## src/rtl/reg_file.sv

```systemverilog
// reg_file: 32 x WIDTH register file, one write port, two combinational read ports.
// The register at index ZERO_REG is never enabled, so it holds its reset value (0) forever.
module reg_file #(
  parameter int unsigned WIDTH    = 64,
  parameter int unsigned ZERO_REG = 31
) (
  input  logic             clk,
  input  logic             reset,
  input  logic             wr_en,
  input  logic [4:0]       wr_addr,
  input  logic [WIDTH-1:0] wr_data,
  input  logic [4:0]       rd_addr1,
  input  logic [4:0]       rd_addr2,
  output logic [WIDTH-1:0] rd_data1,
  output logic [WIDTH-1:0] rd_data2
);

  localparam int unsigned NumRegs = 32;

  // Mask that strips the hard-wired zero register out of the write enables.
  localparam logic [NumRegs-1:0] ZeroMask = NumRegs'(1) << ZERO_REG;

  logic [NumRegs-1:0]            wr_dec;
  logic [NumRegs-1:0]            reg_en;
  logic [NumRegs-1:0][WIDTH-1:0] reg_q;

  // 5:32 one-hot write decoder, gated by wr_en.
  always_comb begin
    wr_dec          = '0;
    if (wr_en) begin
      wr_dec[wr_addr] = 1'b1;
    end
  end

  // Per-register load enables; writes aimed at the zero register are dropped here.
  always_comb begin
    reg_en = wr_dec & ~ZeroMask;
  end

  for (genvar r = 0; r < NumRegs; r++) begin : g_reg
    // Storage element: async clear, load on its decoded enable, hold otherwise.
    always_ff @(posedge clk or negedge reset) begin
      if (!reset) begin
        reg_q[r] <= '0;
      end else if (reg_en[r]) begin
        reg_q[r] <= wr_data;
      end
    end
  end

  // Each output bit is a 32:1 mux over the same bit of every register.
  for (genvar b = 0; b < WIDTH; b++) begin : g_bit
    logic [NumRegs-1:0] col;

    for (genvar r = 0; r < NumRegs; r++) begin : g_col
      assign col[r] = reg_q[r][b];
    end

    assign rd_data1[b] = col[rd_addr1];
    assign rd_data2[b] = col[rd_addr2];
  end

endmodule

```

## config.mk

```make
export PLATFORM = sky130hd
export DESIGN_NAME = reg_file
export DESIGN_NICKNAME = d
export VERILOG_FILES = /design/src/rtl/reg_file.sv
export SDC_FILE = /design/constraint.sdc
export NUM_CORES = 2
export LEC_CHECK = 0
export BUFFER_PORTS_ARGS = -buffer_cell sky130_fd_sc_hd__buf_4
export CAP_MARGIN = 20
export CORE_ASPECT_RATIO = 1.4
export CORE_MARGIN = 4
export CORE_UTILIZATION = 25
export DETAILED_ROUTE_END_ITERATION = 7
export RECOVER_POWER = 50
export SLEW_MARGIN = 40
export SYNTH_ARGS = -nofsm -noshare
export SYNTH_HDL_FRONTEND = slang
export SYNTH_SLANG_ARGS = --single-unit
export TNS_END_PERCENT = 30
```

## constraint.sdc

```tcl
create_clock -name clk -period 2 [get_ports clk]
set_input_delay 0.3 -clock clk [delete_from_list [all_inputs] [get_ports clk]]
set_output_delay 0.3 -clock clk [all_outputs]
set_load 0.02 [all_outputs]
```

==> results.json <==
{
  "antenna_found_initial": 32,
  "insertion_delay_ns": 0.90,
  "violations": "setup timing",
  "nFillCells": 43040,
  "synthAdderAreaFrac_pct": 0,
  "crit_required_ns": 1.70,
  "timing.final.max_slew_violations": 0,
  "p_leak_nw": 60.99,
  "setup_viol": 243,
  "syn_nets": 8678,
  "avgViaCountPerCell": 5.087,
  "max_cap_violations": 0,
  "hpwl_mm": 267.9,
  "cp-endpoint": "rd_data2[0]",
  "critPathArrivalTime_ns": 2.63,
  "die-area_mm2": 0.4410,
  "slew_headroom_pct": 17.66,
  "min-delay-start": "wr_en",
  "synthToLayoutAreaGrowth_pct": 25.36,
  "drive_gt1_share_pct": 42.09,
  "yosysSeqAreaShare_pct": 46.15,
  "comb_power_share_pct": 22.0,
  "grt.overflow.total": 0,
  "ys_types": 49,
  "synth_area_mm2": 0.1076,
  "cpPeakStageDelay_ns": 0.49,
  "drcViolationCount": 0,
  "fin_nets": 9306,
  "layout_min_cycle_time_ns": 2.931,
  "hold_class": "in -> reg",
  "synth_compound_area_share_pct": 8.954,
  "numCtsBuffers": 218,
  "cp.depth": 7,
  "final_hold_viol_count": 0,
  "grt_pass1_vias": 80500,
  "vias": 76930,
  "ir_drop_mv": 0.7474,
  "clock_sinks": 1984,
  "fin_skew_ns": 0,
  "start_kind": "flop",
  "status": "complete, but fails checks",
  "port_buffers": 209,
  "rsz0062_at_grt": "yes",
  "antenna_left": 0,
  "pwr-share-seq_pct": 44.1,
  "slowest_stage": "nor3_4",
  "worstReg2RegEnd": "g_bit[10].col[6]",
  "ys_ff_latch": 1984,
  "syn-instance-count": 8596,
  "core-area_mm2": 0.4278,
  "multi_input_area_mm2": 0.05642,
  "crit_fanout": 2,
  "grt_max_degree": 107,
  "cts_tree": "yes",
  "synthArstFlopShare_pct": 100.0,
  "finalPower_mw": 122.0,
  "grt_usage_pct": 16.97,
  "critPathTopFamily": "simple AND/OR/NAND/NOR gates",
  "rows": 284,
  "fmaxAchievable_mhz": 341.2,
  "switching_share_pct": 29.10,
  "drt_iter0_drc": 5423,
  "initial_utilization_pct": 25.15,
  "root_buffer": "clkbuf_16",
  "first_pass_iters": 5,
  "fin_crit_sh_pct": 146.5,
  "io_pins": 210,
  "drt_wl_total_mm": 385.8,
  "crit_chain": "buf_4 > mux2_4 > o22ai_2 > a211oi_2 > nand3_1 > nor3_4 > buf_6",
  "internal-power_mw": 86.50,
  "path_buf_inv": 2,
  "r2r_slack_ns": 0.99,
  "worst_pin_slew_ns": 1.235,
  "postSynthAreaPerCell_um2": 12.52,
  "synthSimpleGateAreaFrac_pct": 2.806,
  "clk_pin_slew_ns": 0.06,
  "fin_tns_setup_ns": -94.26,
  "fin_ws_ns": -0.9305,
  "grt_pass1_wl_mm": 564.3,
  "yosys_warnings": 0,
  "r2r_cells": 3,
  "crit_type": "reg -> out",
  "place_congestion": 0.8388,
  "r2r-start": "g_bit[10].col[6]",
  "p_sw_mw": 35.50,
  "synth_top_family_by_area": "multiplexers",
  "die_w_um": 562.4,
  "wl_per_cell_um": 25.51,
  "worstSetupEndpointType": "output port",
  "cts_buffer_depth": 4,
  "p_per_area_mw_per_mm2": 904.6,
  "synth-xor-area-share_pct": 0,
  "pre_cts_ws_ns": -0.9226,
  "largest_reg_flops": 1984,
  "synthMuxAreaShare_pct": 38.02,
  "regArea_mm2": 0.04965,
  "pwr-share-clk_pct": 33.9,
  "synth_enable_flop_cells": 0,
  "htreeDepth": 4,
  "synth-main-ff-cell": "dfrtp_1",
  "die_height_um": 784.2,
  "startpoint": "g_bit[0].col[3]"
}
[cell usage after synthesis, drive strengths merged (2+ instances only)]
library cell | number | share of area, %
a2111oi | 6 | 0.049
a211oi | 134 | 0.94
a21oi | 274 | 1.3
a221oi | 73 | 0.59
a22o | 62 | 0.50
a22oi | 612 | 4.3
and2 | 2 | 0.012
and3b | 2 | 0.016
buf | 475 | 2.7
clkbuf | 401 | 1.4
dfrtp | 1984 | 46
mux2 | 2118 | 22
mux2i | 1699 | 16
mux4 | 2 | 0.042
nand2 | 148 | 0.53
nand2b | 5 | 0.029
nand3 | 130 | 0.60
nand3b | 6 | 0.060
nand4bb | 2 | 0.021
nor2 | 23 | 0.23
nor2b | 93 | 0.54
nor3 | 129 | 0.61
nor3b | 6 | 0.065
nor4b | 2 | 0.030
o2111ai | 2 | 0.016
o211ai | 128 | 0.89
o22ai | 66 | 0.38
o311ai | 4 | 0.033
or2 | 3 | 0.017
[power by group through the flow]
stage	Combinational (mW)	Clock [mW]	Sequential [mW]
6_report	26.9	41.4	53.8
5_1_grt	29.2	43.9	54.8
4_1_cts	26.8	42.3	53.7
3_5_place_dp	25.8	0	54.4
3_3_place_gp	25.3	0	54.0
2_1_floorplan	17.2	0	52.7
[worst min path at each step]
| stage | cells after the start | to | slack, ns |
|---|---|---|---|
| 3_5_place_dp | 1 | g_bit[52].col[1] | 0.17 |
| 5_1_grt | 5 | g_bit[1].col[17] | 0.08 |
| 6_report | 5 | g_bit[1].col[17] | 0.07 |
| 2_1_floorplan | 0 | g_bit[0].col[0] | 0.004 |
| 4_1_cts | 5 | g_bit[1].col[17] | 0.002 |
| 3_3_place_gp | 1 | g_bit[52].col[1] | 0.17 |
[area by class of cell]
class	instances	area share, %
Sequential cell	1984	36.81
Clock buffer	331	4.858
Clock inverter	61	0.5381
Tap cell	5720	5.307
Multi-Input combinational cell	5736	41.84
Timing Repair Buffer	1284	10.64
Antenna cell	7	0.01299
[cells by family after synthesis]
group | after synthesis
simple gates | 556
flops | 1984
compound gates | 1361
buf+inv | 876
mux | 3819
[what timing repair did]
action	CTS	global route
resized for setup	249	164
hold buffers	67	0
setup endpoints to repair	128	128
pin swaps	119	128
setup buffers	24	15
endpoints found under the hold margin	3762	0
[through the flow]
stage / hold WS [ns] / area, um^2 / util [%] / cells
CTS: 0.001671 / 134300 / 31.39 / 15110
floorplan: 0.004409 / 108400 / - / 8596
global route: 0.08355 / 134900 / 31.52 / 15120
detailed placement: 0.1722 / 124900 / 29.19 / 14630
global placement: 0.1728 / 124800 / 29.18 / 14630
finish: 0.07472 / 134900 / 31.52 / 15120
[cells in the final DEF (no fill, tap or decap), types with 128 or more instances in the layout]
cell type and n:
buf_12 335, dfrtp_1 1983, mux2_1 136, a22oi_1 607, mux2_2 1966, buf_4 743
mux2i_1 1690, o211ai_1 128, nand2_1 130, a21oi_1 273, clkbuf_16 219
[worst reg2reg max path, stage by stage (launching register included)]
cell     delay [ns]
dfrtp_1        0.39
buf_4          0.14
buf_4          0.12
mux2_2         0.25
[metal layers]
metal | vias up | share of wire [%] | GRT usage [%] | routed length (um)
li1 | 33610 | - | - | -
met1 | 40370 | 41 | 21.16 | 159100
met2 | 2063 | 49 | 28.81 | 187500
met3 | 872 | 5.0 | 2.547 | 19460
met4 | 10 | 5.1 | 7.867 | 19680
met5 | - | 0.015 | 0 | 57
Note: power is estimated with default switching activity, not from simulation.
